--- config.mk ---
export PLATFORM = sky130hd
export DESIGN_NAME = gray_to_bin_seq_flat
export DESIGN_NICKNAME = d
export VERILOG_FILES = /design/src/rtl/gray_to_bin_seq_if.sv /design/src/rtl/gray_to_bin_seq.sv /design/src/flat_wrapper.sv
export SDC_FILE = /design/constraint.sdc
export NUM_CORES = 1
export LEC_CHECK = 0
export CORE_MARGIN = 2
export CORE_UTILIZATION = 50
export CTS_BUF_LIST = sky130_fd_sc_hd__clkbuf_4 sky130_fd_sc_hd__clkbuf_8
export DETAILED_ROUTE_END_ITERATION = 10
export PLACE_DENSITY = 0.76
export SETUP_SLACK_MARGIN = 0.4
export SLEW_MARGIN = 5
export SYNTH_ARGS = -nofsm -noshare
export SYNTH_HDL_FRONTEND = slang
export SYNTH_SLANG_ARGS = --single-unit
export TNS_END_PERCENT = 10
--- constraint.sdc ---
create_clock -name clk -period 5.7 [get_ports clk]
set_clock_uncertainty 0.05 [all_clocks]
set_input_delay 0.57 -clock clk [delete_from_list [all_inputs] [get_ports clk]]
set_output_delay 0.57 -clock clk [all_outputs]
set_load 0.02 [all_outputs]
--- src/rtl/gray_to_bin_seq_if.sv ---
// Handshake bundle for the sequential Gray-to-binary decoder.
// The master side supplies Gray words and consumes results; the slave side is the decoder.
interface gray_to_bin_seq_if #(
  parameter int N = 16
);
  logic         in_valid;
  logic         in_ready;
  logic [N-1:0] gray;
  logic         out_valid;
  logic         out_ready;
  logic [N-1:0] binary;
  logic         busy;

  modport master (
    output in_valid,
    output gray,
    output out_ready,
    input  in_ready,
    input  out_valid,
    input  binary,
    input  busy
  );

  modport slave (
    input  in_valid,
    input  gray,
    input  out_ready,
    output in_ready,
    output out_valid,
    output binary,
    output busy
  );
endinterface

--- src/rtl/gray_to_bin_seq.sv ---
// Sequential Gray-to-binary decoder.
// Accepts one Gray word, resolves binary bits MSB-first STEP bits per clock,
// then offers the binary word until the consumer takes it.
//
// state | meaning
// ------+--------------------------------------------------------------
// IDLE  | waiting for a Gray word; in_ready high
// CONV  | resolving bits idx down to idx-STEP+1 (clipped at 0) each edge
// DONE  | result stable on binary; out_valid high until out_ready
module gray_to_bin_seq #(
  parameter int N    = 16,
  parameter int STEP = 1
) (
  input logic              clk,
  input logic              rst_n,
  gray_to_bin_seq_if.slave bus
);

  typedef enum logic [1:0] {
    IDLE = 2'd0,
    CONV = 2'd1,
    DONE = 2'd2
  } state_t;

  // Number of CONV cycles; zero for a 1-bit word, which needs no chaining.
  localparam int C  = (N - 1 + STEP - 1) / STEP;
  // Signed index width: holds N-2 down to -STEP without wrapping.
  localparam int IW = $clog2(N + 1) + 1;

  localparam logic signed [IW-1:0] TOP    = IW'(N - 2);
  localparam logic signed [IW-1:0] STEP_S = IW'(STEP);
  localparam logic signed [IW-1:0] ONE    = IW'(1);
  localparam logic signed [IW-1:0] ZERO   = IW'(0);

  state_t                state, state_nxt;
  logic [N-1:0]          g_reg, g_nxt;
  logic [N-1:0]          bin_reg, bin_nxt;
  logic signed [IW-1:0]  idx, idx_nxt;
  logic signed [IW-1:0]  lo;
  logic signed [IW-1:0]  j_s;

  // State, captured word, partial result and bit index; reset aborts any conversion.
  always_ff @(posedge clk or negedge rst_n) begin
    if (!rst_n) begin
      state   <= IDLE;
      g_reg   <= '0;
      bin_reg <= '0;
      idx     <= ZERO;
    end else begin
      state   <= state_nxt;
      g_reg   <= g_nxt;
      bin_reg <= bin_nxt;
      idx     <= idx_nxt;
    end
  end

  // Next-state and datapath: the XOR chain over the current slice settles within one cycle.
  always_comb begin
    state_nxt = state;
    g_nxt     = g_reg;
    bin_nxt   = bin_reg;
    idx_nxt   = idx;
    j_s       = ZERO;
    lo        = idx - STEP_S + ONE;
    case (state)
      IDLE: begin
        if (bus.in_valid) begin
          g_nxt          = bus.gray;
          bin_nxt        = '0;
          bin_nxt[N-1]   = bus.gray[N-1];
          idx_nxt        = TOP;
          state_nxt      = (C == 0) ? DONE : CONV;
        end
      end
      CONV: begin
        // MSB already equals g_reg[N-1]; re-asserting it keeps the chain seed explicit.
        bin_nxt[N-1] = g_reg[N-1];
        for (int j = N - 2; j >= 0; j--) begin
          j_s = IW'(j);
          if ((j_s <= idx) && (j_s >= lo)) begin
            bin_nxt[j] = bin_nxt[j+1] ^ g_reg[j];
          end
        end
        idx_nxt = idx - STEP_S;
        if (lo <= ZERO) begin
          state_nxt = DONE;
        end
      end
      DONE: begin
        if (bus.out_ready) begin
          state_nxt = IDLE;
        end
      end
      default: begin
        state_nxt = IDLE;
      end
    endcase
  end

  // Handshake outputs are pure state decodes; binary comes straight from its register.
  assign bus.in_ready  = (state == IDLE);
  assign bus.out_valid = (state == DONE);
  assign bus.busy      = (state == CONV) || (state == DONE);
  assign bus.binary    = bin_reg;

endmodule
--- src/flat_wrapper.sv ---
// flat-port wrapper written by rule: the top's interface ports become plain ports
module gray_to_bin_seq_flat 
#(
  parameter int N    = 16,
  parameter int STEP = 1
)
  (clk, rst_n, bus_in_valid, bus_gray, bus_out_ready, bus_in_ready, bus_out_valid, bus_binary, bus_busy);
  gray_to_bin_seq_if #(.N(N)) bus_i ();
  input logic clk;
  input logic rst_n;
  input wire logic [$bits(bus_i.in_valid)-1:0] bus_in_valid;
  input wire logic [$bits(bus_i.gray)-1:0] bus_gray;
  input wire logic [$bits(bus_i.out_ready)-1:0] bus_out_ready;
  output wire logic [$bits(bus_i.in_ready)-1:0] bus_in_ready;
  output wire logic [$bits(bus_i.out_valid)-1:0] bus_out_valid;
  output wire logic [$bits(bus_i.binary)-1:0] bus_binary;
  output wire logic [$bits(bus_i.busy)-1:0] bus_busy;
  assign bus_i.in_valid = bus_in_valid;
  assign bus_i.gray = bus_gray;
  assign bus_i.out_ready = bus_out_ready;
  assign bus_in_ready = bus_i.in_ready;
  assign bus_out_valid = bus_i.out_valid;
  assign bus_binary = bus_i.binary;
  assign bus_busy = bus_i.busy;
  gray_to_bin_seq #(.N(N), .STEP(STEP)) u_core (.clk(clk), .rst_n(rst_n), .bus(bus_i));
endmodule
==> results of run 1 <==
## cell families (layout without fill, tap and decap cells)
kind of cell | after synthesis | count (layout)
and+or+nand+nor | 123 | 123
muxes | 22 | 22
AOI/OAI and AO/OA | 122 | 122
adders and majority gates | 8 | 8
DFF | 40 | 40
xor gates and xnor gates | 11 | 11
buffers and inverters | 34 | 91
## final timing paths
kind,start,end,slack (ns),depth (start not counted)
max,u_core.idx[0]$_DFFE_PN0P_,u_core.bus.binary[0]$_DFFE_PN0P_,0.25,21
max in group asynchronous,rst_n,u_core.idx[3]$_DFFE_PN0P_,4.63,1
min reg2reg,u_core.bus.binary[15]$_DFFE_PN0P_,u_core.bus.binary[15]$_DFFE_PN0P_,0.46,2
min in group clk,u_core.bus.binary[15]$_DFFE_PN0P_,u_core.bus.binary[15]$_DFFE_PN0P_,0.46,2
max reg2reg,u_core.idx[0]$_DFFE_PN0P_,u_core.bus.binary[0]$_DFFE_PN0P_,0.25,21
min,rst_n,u_core.state[0]$_DFFE_PN0P_,0.35,1
## power breakdown
group	switching (W)	internal, W	total (W)
Clock	0.000107	0.000155	0.000262
Sequential	0.000139	0.000395	0.000534
Combinational	0.00105	0.000885	0.00194
## cell type report
class                      instances  area, µm²  share of cell area
inverter                          16       60.1              0.0147
tap                               77       96.3              0.0236
sequential                        40       1000               0.246
timing repair buffer              67        598               0.146
clock buffer                       7       96.3              0.0236
clock inverter                     1       30.0             0.00736
multi-input combinational        286       2200               0.538
## stage by stage
step	hold slack (ns)	cell area, µm²
floorplan	0.224	3230
global placement	0.431	3660
detailed placement	0.436	3660
CTS	0.382	3850
global route	0.420	4080
finish	0.346	4080
## synthesized netlist by cell type (all sizes together) (2+ instances only)
library cell | count | share of area
a21oi | 21 | 0.033
or3 | 6 | 0.014
nand4b | 3 | 0.0082
inv | 16 | 0.019
o32ai | 3 | 0.0082
nand4 | 8 | 0.017
nor4 | 4 | 0.0097
xor2 | 5 | 0.014
o31ai | 5 | 0.012
nand2b | 7 | 0.014
clkbuf | 10 | 0.012
a31o | 2 | 0.0054
nand3 | 11 | 0.017
mux2 | 17 | 0.061
nor3 | 6 | 0.0093
a2111oi | 2 | 0.017
and3 | 2 | 0.0039
xnor2 | 6 | 0.016
nor3b | 9 | 0.021
nand2 | 25 | 0.030
o21a | 5 | 0.012
a21o | 4 | 0.0093
mux2i | 5 | 0.016
o21ai | 35 | 0.054
ha | 8 | 0.031
a211oi | 8 | 0.020
buf | 8 | 0.021
o2111ai | 2 | 0.0054
o311a | 2 | 0.0066
and3b | 3 | 0.010
nor2 | 18 | 0.021
or2 | 4 | 0.0078
dfrtp | 40 | 0.31
a32o | 9 | 0.028
a31oi | 3 | 0.0058
a221oi | 3 | 0.0082
nor2b | 5 | 0.0097
nand3b | 4 | 0.0093
o211ai | 4 | 0.0093
o31a | 2 | 0.0082
and2 | 4 | 0.0082
## critical path: stages, from the launching register on
cell       delay (ns)
dfrtp_2          0.41
buf_4            0.20
or3_2            0.48
o21ai_1          0.27
a211oi_2         0.16
o31a_4           0.39
and3b_4          0.19
a2111oi_4        0.30
nand4_2          0.17
mux2_4           0.35
a21o_1           0.20
o2111a_4         0.15
nand4_1          0.11
nand4_1          0.15
or3_4            0.42
a31o_1           0.24
a31oi_2          0.23
xor2_1           0.09
buf_4            0.17
o221a_4          0.27
o31ai_2          0.18
nand4bb_1        0.13
## cell usage in the layout (no fill, tap or decap), drive strengths merged, types with 5 or more instances in the layout
master / instances
nor2: 18
dfrtp: 40
nor3: 6
xor2: 5
clkbuf: 7
a32o: 9
nand4: 8
xnor2: 6
ha: 8
buf: 30
mux2: 17
o21a: 5
nor2b: 5
o21ai: 35
inv: 16
o31ai: 5
nand2: 25
mux2i: 5
clkdlybuf4s50: 37
or3: 6
a21oi: 21
nor3b: 9
nand2b: 7
nand3: 11
a211oi: 8
## what timing repair did
action | in CTS | in global routing
setup buffers | 4 | 15
pin swaps | 8 | 18
endpoints found under the setup margin | 3 | 3
cloned | 0 | 1
resized for setup | 11 | 23
## routing by layer
layer  vias to the layer above  global-route usage
li1                       1477                   -
met1                      1544               0.318
met2                       163               0.382
met3                        41              0.0433
met4                         0              0.0894
met5                         -                   0
==> reports/qor.txt, run 1 <==
wl on met1 -> 3770 µm
outcome -> finished clean
setup TNS -> 0 ns
Placed Cells -> 466
kind of critical path -> flip-flop to flip-flop
worst setup margin -> 0.255 ns
Ys Warns -> 0
CTS Buffer Depth -> 2
vias in the first global route -> 2958
mapped cell area -> 3220 µm²
RSZ-0062 raised after global routing -> yes
routed via count -> 3225
mux cell area share after synthesis -> 0.0762
CTS tree -> done
Vias/cell -> 6.53
Synth Area in Compound Gates -> 0.279
post-synthesis async set-or-reset flop share -> 1.00
Antenna Nets Post-Route -> 0
CTS Root Cell -> clkbuf_8
largest family of logic cells by synthesized area -> compound AO/OA/AOI/OAI gates
Final period util -> 0.955
Num CTS Buffers -> 5
Adder-Cell Fraction of Synth Area -> 0.0311
H-Tree Depth -> 2
TritonRoute pass-1 iters -> 6
largest net degree at the start of global routing -> 41
final core occ -> 0.650
cell leakage power -> 1.58 nW
ys flop type -> dfrtp_1
total die area -> 7090 µm²
pwr/cell area -> 669 nW/µm²
# port buffers -> 38
final hold violation count -> 0
Clock transition at path regs -> 0.08 ns
initial core utilization -> 0.513
Max IR drop VDD -> 0.000365 V
cts hold-fix bufs -> 0
Syn-to-layout area delta -> 26.9%
WL met3 -> 565 µm
Fmax -> 0.184 GHz
Post-Synth Simple-Gate Area -> 0.222
Slew HR -> 0.308
die outline height -> 84.2 µm
DR top layer -> met4
Setup crit end kind -> flip-flop
post-layout minimum cycle time -> 5.45 ns
CTS sink count -> 40
wirelength, routed -> 8870 µm
EDFF count, synth -> 0
pre-CTS WS -> 0.129 ns
fin. max-slew vios -> 0
post-synthesis xor/xnor area fraction -> 0.0299
worst min path class -> input port to async pin
WL/cell -> 17.9 µm
initial DRC count -> 426
GP Congestion -> 0.986
Tightest Pin Transition -> 1.03 ns
Non-Filler Instances -> 494
crit-path max FO -> 17
CP arrival -> 5.57 ns
global-route wire length before repair -> 13900 µm
sequential fraction of the synthesis area -> 0.311
post-DP HPWL -> 5650 µm
share of layout cells above drive strength 1 -> 0.249
worst endpoint required time -> 5.82 ns
post-route DRC violation count -> 0
num rows -> 29
Die W -> 84.2 µm
final setup fails -> 0
gr usage total -> 0.237
GRT overflow -> 0
post-synthesis cell type count -> 73
routed length on met2 -> 4280 µm
clk_lat worst skew -> 0.30 ns
cell count after synthesis -> 360
syn_nets -> 388
ANT cells -> 0
Maximum Capacitance Violations -> 0
total core area -> 6280 µm²
Seq cells post-synth -> 40
IO Pins -> 39
Tot Pwr -> 0.00273 W
Final #Nets -> 444
startpoint types -> flip-flop
fillers -> 523
Syn Area/Cell -> 8.94 µm²
initial antenna violation count -> 0
(Power assumes the default switching activity.)
==> run 2: changes to the inputs <==
--- a/config.mk
+++ b/config.mk
@@ -5,11 +5,13 @@
 export SDC_FILE = /design/constraint.sdc
 export NUM_CORES = 1
 export LEC_CHECK = 0
+export ABC_CLOCK_PERIOD_IN_PS = 5700
 export CORE_MARGIN = 2
 export CORE_UTILIZATION = 50
 export CTS_BUF_LIST = sky130_fd_sc_hd__clkbuf_4 sky130_fd_sc_hd__clkbuf_8
 export DETAILED_ROUTE_END_ITERATION = 10
 export PLACE_DENSITY = 0.76
+export RECOVER_POWER = 50
 export SETUP_SLACK_MARGIN = 0.4
 export SLEW_MARGIN = 5
 export SYNTH_ARGS = -nofsm -noshare
==> reports/qor.txt, run 2 (synthesis results as in run 1) <==
outcome -> complete, but fails checks
failing checks -> capacitance limit, slew limit
Design Area, Final -> 4080 µm² (about the same)
critical path's largest stage delay -> 0.56 ns (+0.08 ns)
register area -> 1000 µm² (unchanged)
Final #Nets -> 444 (unchanged)
gr usage total -> 0.237 (unchanged)
crit-path max FO -> 13 (-4)
GP Congestion -> 0.986 (unchanged)
setup TNS -> 0 ns (unchanged)
final setup fails -> 0 (unchanged)
clk_lat worst skew -> 0.30 ns (about the same)
fillers -> 524 (+0.19%)
RSZ-0062 raised after global routing -> yes
worst min path class -> flip-flop to flip-flop
num rows -> 29 (unchanged)
# port buffers -> 38 (unchanged)
Cell Area, Placed -> 3660 µm² (unchanged)
routed via count -> 3203 (-0.68%)
IO Pins -> 39 (unchanged)
Maximum Capacitance Violations -> 1 (+1)
cell leakage power -> 1.60 nW (+1.4%)
Psw -> 0.00129 W (-0.19%)
commonest non-fill, non-tap cell in the layout -> dfrtp_1
Die W -> 84.2 µm (unchanged)
clock power share -> 0.097 (about the same)
vias in the first global route -> 2958 (unchanged)
CTS sink count -> 40 (unchanged)
met2 Track Usage GR -> 0.382 (unchanged)
Syn-to-layout area delta -> 26.8% (about the same)
Comb power frac -> 0.707 (-0.002)
H-Tree Depth -> 2 (unchanged)
Placed Cells -> 466 (unchanged)
die outline height -> 84.2 µm (unchanged)
CTS tree -> done
Num CTS Buffers -> 5 (unchanged)
global-route wire length before repair -> 13900 µm (unchanged)
largest net degree at the start of global routing -> 41 (unchanged)
area taken by multi-input logic gates -> 2200 µm² (unchanged)
Max IR drop VDD -> 0.000364 V (-0.28%)
worst hold slack -> 0.451 ns (+0.105 ns)
worst-path cell chain -> or3_2, o21ai_1, a211oi_2, o31a_4, and3b_4, a2111oi_4, nand4_2, mux2_4, a21o_1, o2111a_4, nand4_1, nand4_1, or3_4, a31o_1, a31oi_2, xor2_1, buf_4, o221a_4, o31ai_2, nand4bb_1
post-route DRC violation count -> 0 (unchanged)
CTS Root Cell -> clkbuf_8
Slew HR -> -0.452 (-0.760)
most used cell along the critical path -> nand4_1
initial core utilization -> 0.513 (unchanged)
CP arrival -> 5.57 ns (about the same)
GRT overflow -> 0 (unchanged)
post-layout minimum cycle time -> 5.45 ns (+0.00244 ns)
CP top delay family -> compound AO/OA/AOI/OAI gates
initial antenna violation count -> 0 (unchanged)
Fmax -> 0.184 GHz (about the same)
WL/cell -> 18.0 µm (+0.10%)
Vias/cell -> 6.48 (-0.68%)
total core area -> 6280 µm² (unchanged)
Final period util -> 0.956 (about the same)
Clock transition at path regs -> 0.08 ns (about the same)
sw frac -> 0.476 (+0.000811)
CTS Buffer Depth -> 2 (unchanged)
share of layout cells above drive strength 1 -> 0.247 (-0.00240)
sequential power share -> 0.196 (about the same)
ANT cells -> 0 (unchanged)
final hold violation count -> 0 (unchanged)
CP bufs+invs -> 1 (-1)
Setup crit end kind -> flip-flop
TritonRoute pass-1 iters -> 5 (-1)
fin. max-slew vios -> 41 (+41)
commonest non-fill, non-tap cells in the layout -> dfrtp_1 (37), o21ai_0 (31), clkdlybuf4s50_1 (28)
Tightest Pin Transition -> 2.18 ns (+1.15 ns)
pwr/cell area -> 667 nW/µm² (-0.33%)
met3 usage -> 0.0433 (unchanged)
Power Internal -> 0.00143 W (-0.51%)
GR Util met1 -> 0.318 (unchanged)
Non-Filler Instances -> 494 (unchanged)
startpoint types -> flip-flop
total die area -> 7090 µm² (unchanged)
worst endpoint required time -> 5.83 ns (about the same)
slowest stage cell, crit path -> or3_2
post-DP HPWL -> 5650 µm (unchanged)
kind of critical path -> flip-flop to flip-flop
initial DRC count -> 402 (-5.6%)
wirelength, routed -> 8870 µm (+0.10%)
Antenna Nets Post-Route -> 0 (unchanged)
busiest grt layer -> met2
run 2: cell count changes in the layout (fill, tap and decap cells not counted), sizes merged:
cell,delta
clkbuf,+1
dlygate4sd3,+9
clkdlybuf4s50,-9
buf,-1
run 2: final cells by class:
class                           instances  area share
Clock buffer                            7      0.0236
Clock inverter                          1     0.00736
Inverter                               16      0.0147
Multi-Input combinational cell        286       0.538
Sequential cell                        40       0.246
Tap cell                               77      0.0236
Timing Repair Buffer                   67       0.146
run 2: worst register-to-register path: cells and delay by family, from the launching register on:
| kind | cells | cell delay (ns) |
|---|---|---|
| AO/OA/AOI/OAI | 10 | 2.39 |
| XOR/XNOR | 1 | 0.09 |
| buffers and inverters | 1 | 0.17 |
| flip-flops | 1 | 0.54 |
| multiplexers | 1 | 0.35 |
| AND/OR/NAND/NOR | 7 | 1.74 |
run 2: power by group through the flow:
stage / clock network [W] / registers [W] / logic (W)
after floorplan: 0 / 0.000535 / 0.00124
after global placement: 0 / 0.000526 / 0.00161
after detailed placement: 0 / 0.000532 / 0.00164
after CTS: 0.000265 / 0.000528 / 0.00174
after global routing: 0.000277 / 0.000554 / 0.00209
final: 0.000263 / 0.000535 / 0.00192
run 2: path summary, 6_finish.rpt:
path	slack, ns	startpoint	depth (start not counted)	to
setup / recovery	0.25	u_core.idx[2]$_DFFE_PN0P_	20	u_core.bus.binary[0]$_DFFE_PN0P_
hold / removal	0.45	u_core.bus.binary[15]$_DFFE_PN0P_	2	u_core.bus.binary[15]$_DFFE_PN0P_
setup reg to reg	0.25	u_core.idx[2]$_DFFE_PN0P_	20	u_core.bus.binary[0]$_DFFE_PN0P_
hold reg to reg	0.45	u_core.bus.binary[15]$_DFFE_PN0P_	2	u_core.bus.binary[15]$_DFFE_PN0P_
max in group asynchronous	3.35	rst_n	1	u_core.idx[3]$_DFFE_PN0P_
min in group asynchronous	0.85	rst_n	1	u_core.state[0]$_DFFE_PN0P_
run 2: metal layers:
metal / up-vias / part of all wire
met5: - / 0
met4: 0 / 0.025
met3: 31 / 0.064
met2: 151 / 0.48
met1: 1546 / 0.43
li1: 1475 / -
run 2: what timing repair did:
item	CTS	global route
cloned	0	1
setup buffers	4	15
gates resized for setup	11	23
pin swaps	8	18
endpoints found under the setup margin	3	3
hold buffers	0	0
run 2: per-stage QoR:
stage / power [W] / util / worst slack (ns)
6_report: 0.00272 / 0.650 / 0.252
5_1_grt: 0.00292 / 0.650 / 0.103
4_1_cts: 0.00253 / 0.614 / 0.428
3_5_place_dp: 0.00217 / 0.583 / 0.129
3_3_place_gp: 0.00213 / 0.583 / 0.336
2_1_floorplan: 0.00178 / - / 0.425
